## src/rtl/uart_tx_fifo.sv

```systemverilog
// Transmit holding buffer in front of the UART transmitter: first-word fall-through
// FIFO with holding-register mode, flush, sticky overrun and low-watermark flag.
module uart_tx_fifo #(
    parameter  int DEPTH = 16,
    parameter  int WIDTH = 8,
    localparam int CW    = $clog2(DEPTH) + 1
) (
    input  logic             clk,
    input  logic             rst,
    input  logic             fifo_en,
    input  logic             clr,
    input  logic             push,
    input  logic [WIDTH-1:0] din,
    input  logic             pop,
    input  logic [1:0]       wm_level,
    output logic [WIDTH-1:0] dout,
    output logic             empty,
    output logic             full,
    output logic [CW-1:0]    count,
    output logic             wm_low,
    output logic             overrun
);
    localparam int AW = $clog2(DEPTH);

    logic [WIDTH-1:0] mem [DEPTH];
    logic [AW-1:0]    wr_ptr;
    logic [AW-1:0]    rd_ptr;
    logic [CW-1:0]    cnt;
    logic             ovr;
    logic             en_q;

    logic          flush;
    logic          pop_eff;
    logic          push_ok;
    logic [CW-1:0] cap;
    logic [CW-1:0] wm_lvl;

    // Capacity follows the registered mode; a mode change flushes on the same edge
    // that updates en_q, so flags never see a stale capacity against live data.
    always_comb begin
        flush   = clr || (fifo_en != en_q);
        cap     = en_q ? CW'(DEPTH) : CW'(1);
        empty   = (cnt == '0);
        full    = (cnt == cap);
        pop_eff = pop && !empty;
        push_ok = push && (!full || pop_eff);
        count   = cnt;
        overrun = ovr;
        dout    = empty ? '0 : mem[rd_ptr];
    end

    always_comb begin
        wm_lvl = '0;
        case (wm_level)
            2'b00:   wm_lvl = CW'(0);
            2'b01:   wm_lvl = CW'(1);
            2'b10:   wm_lvl = CW'(DEPTH / 4);
            default: wm_lvl = CW'(DEPTH / 2);
        endcase
        wm_low = (cnt <= wm_lvl);
    end

    always_ff @(posedge clk or posedge rst) begin
        if (rst) begin
            wr_ptr <= '0;
            rd_ptr <= '0;
            cnt    <= '0;
            ovr    <= 1'b0;
            en_q   <= 1'b1;
        end else if (flush) begin
            wr_ptr <= '0;
            rd_ptr <= '0;
            cnt    <= '0;
            ovr    <= 1'b0;
            en_q   <= fifo_en;
        end else begin
            if (push_ok)
                wr_ptr <= wr_ptr + AW'(1);
            if (pop_eff)
                rd_ptr <= rd_ptr + AW'(1);
            if (push_ok && !pop_eff)
                cnt <= cnt + CW'(1);
            else if (pop_eff && !push_ok)
                cnt <= cnt - CW'(1);
            if (push && !push_ok)
                ovr <= 1'b1;
        end
    end

    always_ff @(posedge clk) begin
        if (push_ok && !flush)
            mem[wr_ptr] <= din;
    end
endmodule

```

## config.mk

```make
export PLATFORM = sky130hd
export DESIGN_NAME = uart_tx_fifo
export DESIGN_NICKNAME = d
export VERILOG_FILES = /design/src/rtl/uart_tx_fifo.sv
export SDC_FILE = /design/constraint.sdc
export NUM_CORES = 1
export LEC_CHECK = 0
export BUFFER_PORTS_ARGS = -buffer_cell sky130_fd_sc_hd__clkbuf_2
export CORE_MARGIN = 4
export CORE_UTILIZATION = 60
export CTS_CLUSTER_DIAMETER = 120
export DETAILED_ROUTE_END_ITERATION = 12
export GPL_TIMING_DRIVEN = 0
export PLACE_DENSITY = 0.79
export SKIP_LAST_GASP = 1
export SLEW_MARGIN = 10
export SYNTH_ARGS = -nofsm -noshare
export SYNTH_HDL_FRONTEND = slang
export SYNTH_SLANG_ARGS = --single-unit
```

## constraint.sdc

```tcl
create_clock -name clk -period 3.6 [get_ports clk]
set_clock_uncertainty 0.1 [all_clocks]
set_input_delay 0.72 -clock clk [delete_from_list [all_inputs] [get_ports clk]]
set_output_delay 0.72 -clock clk [all_outputs]
set_load 0.02 [all_outputs]
```

# Word level (Yosys, flattened, before mapping)
# Memories as Yosys holds them, arrays and structs flattened.
# Cells that the tools add are included.
[op_classes]
n_addsub = 4
n_mul = 0
div = 0
n_lt_le_gt_ge = 1
eq_ne = 4
n_shift = 0
muxes = 14
bitwise = 0
n_reduce_logical = 19
[op_table]
columns = ["cell", "count"]
rows = [
  ["5-bit 2-to-1 mux", 4],
  ["4-bit 2-to-1 mux", 4],
  ["4-bit case mux with 3 select lines", 1],
  ["4-bit by 1-bit adder with 4-bit output (second input constant)", 2],
  ["8-bit 2-to-1 mux", 1],
  ["1-bit logical AND", 6],
  ["2-bit nonzero test", 3],
  ["5-bit by 1-bit adder with 5-bit output (second input constant)", 1],
  ["5-bit == test", 1],
  ["5-bit <= comparator", 1],
  ["1-bit zero test", 5],
  ["5-bit zero test", 1],
  ["5-bit by 1-bit subtractor with 5-bit output (second input constant)", 1],
  ["1-bit 2-to-1 mux", 4],
  ["3-bit nonzero test", 1],
  ["2-bit by 1-bit == test with 1-bit output (second input constant)", 1],
  ["2-bit == test (second input constant)", 1],
  ["2-bit zero test", 1],
  ["1-bit logical OR", 2],
  ["1-bit != test", 1],
]
[totals]
reg_bits = 15
latch_bits = 0
ram_bits = 128
romBits = 0
in_bits = 16
output_inout_bits = 17
elab_cells = 48
memories = 1
[memory_table]
columns = ["name", "depth", "word_bits", "read_ports", "rd_clocked_by_memory_dff", "write_ports", "line", "text"]
rows = [
  ["mem", 16, 8, 1, 0, 1, "25", "logic [WIDTH-1:0] mem [DEPTH];"],
]

# Depth between registers and ports, before layout
[logic_depth]
depth_word = 10
ltp_mapped = 11
depth_no_buf = 10

# Least setup slack after synthesis
# Ideal clock, no wire load.
[synth_timing]
path_type = "flip-flop to flip-flop"
start = "register cnt[4] (netlist: count[4])"
end = "register cnt[4] (netlist: count[4])"
setup_time_ns = 0.088
arrival_time_ns = 2.821
t_required_ns = 3.412
path_slack_ns = 0.591
path_stages_with_launch = 12
path_buffers = 1
synth_period_minus_slack_ns = 3.009
cell_sequence = "dfrtp_1 -> clkbuf_1 -> or3b_1 -> a21o_1 -> o21ai_2 -> nand2b_1 -> ha_1 -> a21oi_1 -> nand2_1 -> or3_1 -> nand3_1 -> nor3b_1"
[synth_between]
elab_chain_len = 8
word_cells_on_any_way = 17
classes_between = "add/sub (2); eq/ne (1); mux (3); reduce/logical (11)"
[synth_rtl]
columns = ["item", "line", "text"]
rows = [
  ["start: declaration", "28", "logic [CW-1:0] cnt;"],
  ["start signal: assignment", "82", "cnt <= cnt + CW'(1);"],
  ["start signal: assignment", "84", "cnt <= cnt - CW'(1);"],
  ["branches (longest 8 deep; another with 5-bit by 1-bit subtractor with 5-bit output)", "-", ""],
]
# Parallel ways; which one is timed is not known. The select of a mux whose other input is x is not followed.
# A chain may end at the register's enable or synchronous reset.

# Worst setup path in the final report
[layout_timing]
start = "register cnt[1] (netlist: count[1])"
end = "output dout[5]"
[layout_between]
elab_chain_len = 2
[layout_rtl]
columns = ["item", "line", "text"]
rows = [
  ["5-bit zero test", "43", "empty = (cnt == '0);"],
  ["8-bit 2-to-1 mux", "49", "dout = empty ? '0 : mem[rd_ptr];"],
  ["end: declaration", "16", "output logic [WIDTH-1:0] dout,"],
]
# Every way passes these cells.

==> results.sh <==
export IMPL_rsz0062_at_grt="false"
export IMPL_rows=36
export IMPL_gr_usage_met1_pct=28.85
export IMPL_synth_xor_area_share_pct=1.163
export IMPL_drc=0
export IMPL_nNetsFinal=406
export IMPL_seq_area_frac_synth_pct=70.07
export IMPL_track_usage_pct=21.56
export IMPL_fillCellCount=607
export IMPL_hp_class="input pin to async pin"
export IMPL_syn_nets=356
export IMPL_ys_ff_latch=143
export IMPL_endpoint_kind="primary output"
export IMPL_grtUsageMet2_pct=35.12
export IMPL_tns_ns=0
export IMPL_outcome="finished, final reports clean"
export IMPL_tightest_slew_ns=0.6906
export IMPL_areaGrowthSynthToFinish_pct=14.54
export IMPL_worstPathCellList="or3_4 -> nor3_2 -> or2_2 -> clkbuf_1 -> o22ai_1 -> clkbuf_2"
export IMPL_final_cell_mix="edfxtp_1, clkbuf_2, mux4_2, mux2i_1"
export IMPL_antenna_found_initial=0
export IMPL_syn_area_um2=6023
export IMPL_cp_required_ns=2.78
export IMPL_crit_start="count[1]"
export IMPL_root_buffer="clkbuf_8"
export IMPL_via_count=3119
export IMPL_ir_drop_mv=0.3976
export IMPL_crit_family="simple AND/OR/NAND/NOR gates"
export IMPL_ios=33
export IMPL_first_global_vias=3241
export IMPL_rr_worst_depth=11
export IMPL_max_cap_violations=0
export IMPL_grt_use_met3_pct=5.612
export IMPL_port_buffers=32
export IMPL_numCtsBuffers=17
export IMPL_finalCritPeriodShare_pct=96.53
export IMPL_wl_per_cell_um=21.71
export IMPL_maxSlewHeadroom_pct=53.96
export IMPL_final_layout_size_suffix_gt1_share_pct=27.69
export IMPL_cts_buffer_depth=2
export IMPL_clock_fmax_mhz=287.8
export IMPL_diodes=0
export IMPL_powerDensity_nw_per_um2=550.3
export IMPL_grt_max_degree=17
export IMPL_crit_buf_inv=2
export IMPL_dp_hpwl_um=7393
export IMPL_syn_inst=327
export IMPL_cp_depth=6
export IMPL_synthMuxAreaShare_pct=15.45
export IMPL_path_class="flip-flop to primary output"
export IMPL_synth_top_family_by_area="multiplexers"
export IMPL_min_period_ns=3.475
export IMPL_arrival_ns=2.66
export IMPL_grt_busiest_layer="met2"
export IMPL_clk_latency_ns=0.52
export IMPL_hold_buffers=0
export IMPL_clk_pin_slew_ns=0.06
export IMPL_worst_slack_ns=0.1248
export IMPL_gr_total_overflow=0
export IMPL_ant_nets=0
export IMPL_yosys_area_share_simple_pct=5.484
export IMPL_finalHoldViolations=0
export IMPL_start_util_pct=61.62
export IMPL_avgSynthCellArea_um2=18.42
export IMPL_drt_pass1_iter_count=4
export IMPL_final_common_cell="edfxtp_1"
export IMPL_die_area_um2=11710
export IMPL_pre_cts_slack_ns=0.4017
export IMPL_slowest_delay_ns=0.47
export IMPL_maxSlewViolCount=0
export IMPL_wl_um=11350
export IMPL_leakage_nw=2.314
export IMPL_finalSetupViolations=0
export IMPL_die_h_um=108.2
export IMPL_r2r_start="count[4]"
export IMPL_crit_fanout=8
export IMPL_drtIter0Drc=241
export IMPL_synthDistinctLibCells=40
export IMPL_clock_sinks=143
export IMPL_reg2reg_slack_ns=0.34
export IMPL_htreeDepth=4
export IMPL_postCtsSetupRepairBufs=0
export IMPL_via_per_inst=5.964
export IMPL_grt_pass1_wl_um=17910
export IMPL_total_power_w=0.003797
export IMPL_yosys_warnings=0
export IMPL_synth_compound_area_share_pct=3.324
export IMPL_synthAdderAreaFrac_pct=2.825
export IMPL_die_w_um=108.2
export IMPL_gp_congestion=0.7774
export IMPL_slowest_stage="dfrtp_1"
export IMPL_cts_tree="yes"
export IMPL_core_area_um2=9774
export IMPL_critPathLaunchType="flip-flop"
## synth_stat cells
| library cell | number | share of area (%) |
|---|---|---|
| inv_1 | 9 | 0.56 |
| o21ai_1 | 2 | 0.17 |
| nor3_1 | 1 | 0.083 |
| nor3b_1 | 1 | 0.12 |
| or3b_1 | 1 | 0.15 |
| nand3b_1 | 1 | 0.12 |
| clkbuf_1 | 11 | 0.69 |
| or3_4 | 1 | 0.19 |
| dfstp_2 | 1 | 0.44 |
| nand2b_1 | 5 | 0.52 |
| a21oi_1 | 7 | 0.58 |
| or2_2 | 1 | 0.10 |
| or3_1 | 3 | 0.31 |
| a21o_1 | 2 | 0.25 |
| nor4_1 | 4 | 0.42 |
| a32oi_4 | 1 | 0.46 |
| o22ai_1 | 8 | 0.83 |
| buf_2 | 3 | 0.25 |
| nand3_1 | 5 | 0.42 |
| o2111ai_1 | 1 | 0.15 |
| buf_1 | 2 | 0.12 |
| nor2_1 | 13 | 0.81 |
| dfrtp_1 | 14 | 5.8 |
| fa_1 | 1 | 0.33 |
| or4_4 | 1 | 0.19 |
| inv_2 | 1 | 0.062 |
| nand2_1 | 3 | 0.19 |
| xor2_1 | 3 | 0.44 |
| nor2b_1 | 2 | 0.21 |
| edfxtp_1 | 128 | 64 |
| o21ai_2 | 1 | 0.15 |
| mux2i_1 | 21 | 3.5 |
| o31ai_1 | 1 | 0.12 |
| o31ai_4 | 1 | 0.35 |
| mux4_2 | 32 | 12 |
| and2_1 | 16 | 1.7 |
| o211ai_1 | 1 | 0.12 |
| a41oi_1 | 1 | 0.15 |
| xnor2_1 | 5 | 0.73 |
| ha_1 | 12 | 2.5 |
## routing by layer
| metal | wire length [um] | vias to the layer above |
|---|---|---|
| li1 | - | 1407 |
| met1 | 4685 | 1594 |
| met2 | 5888 | 108 |
| met3 | 665 | 10 |
| met4 | 113 | 0 |
| met5 | 0 | - |
## registers in the layout, indices dropped and copies added (netlist names)
register,count
mem,128
count,5
rd_ptr,4
wr_ptr,4
en_q,1
overrun,1
## area by class of cell
class	instances	area [um2]	share of cell area, %
multi-input combinational	158	1707	24.74
tap	133	166.4	2.412
sequential	143	4220	61.17
buffer	15	72.57	1.052
clock inverter	15	121.4	1.759
inverter	10	37.54	0.5441
clock buffer	17	414.1	6.003
timing repair buffer	32	160.2	2.321
## kinds of logic (layout without fill, tap and decap cells)
kind of cell	after synthesis	in the layout
compound gates	26	26
mux	53	53
fa+ha+maj	13	13
xor+xnor	8	8
flops	143	143
buf+inv	26	89
simple gates	58	58
## worst register-to-register path, stage by stage, from the launching register on
cell and delay (ns):
dfrtp_1 0.38, clkbuf_1 0.21, or3b_1 0.42, a21o_1 0.25, o21ai_2 0.38, nand2b_1 0.29
ha_1 0.31, a21oi_1 0.14, nand2_1 0.09, or3_1 0.34, nand3_1 0.09, nor3b_1 0.18
## worst paths after layout
path	end
setup reg to reg	count[4]
setup / recovery	dout[5]
max in group asynchronous	rd_ptr[3]
hold reg to reg	overrun
hold / removal	overrun
min in group clk	en_q
## what timing repair did
item / in CTS / in global routing
setup endpoints to repair: 8 / 8
resized for setup: 5 / 5
hold endpoints to repair: 0 / 0
## per-stage QoR
| stage | area (um2) | util, % | hold WS [ns] | cells |
|---|---|---|---|---|
| 2_1_floorplan | 6023 | - | 0.4455 | 327 |
| 3_3_place_gp | 6350 | 64.96 | 0.3799 | 492 |
| 3_5_place_dp | 6350 | 64.96 | 0.3966 | 492 |
| 4_1_cts | 6894 | 70.53 | 0.1515 | 523 |
| 5_1_grt | 6899 | 70.58 | 0.1740 | 523 |
| 6_report | 6899 | 70.58 | 0.1410 | 523 |
## power by group
| part | internal, W | total [W] | switching (W) |
|---|---|---|---|
| Combinational | 0.000160 | 0.000390 | 0.000230 |
| Clock | 0.000906 | 0.00156 | 0.000658 |
| Sequential | 0.00182 | 0.00184 | 0.0000192 |
| Total | 0.00289 | 0.00380 | 0.000908 |
Power figures use the tool's default switching activity.
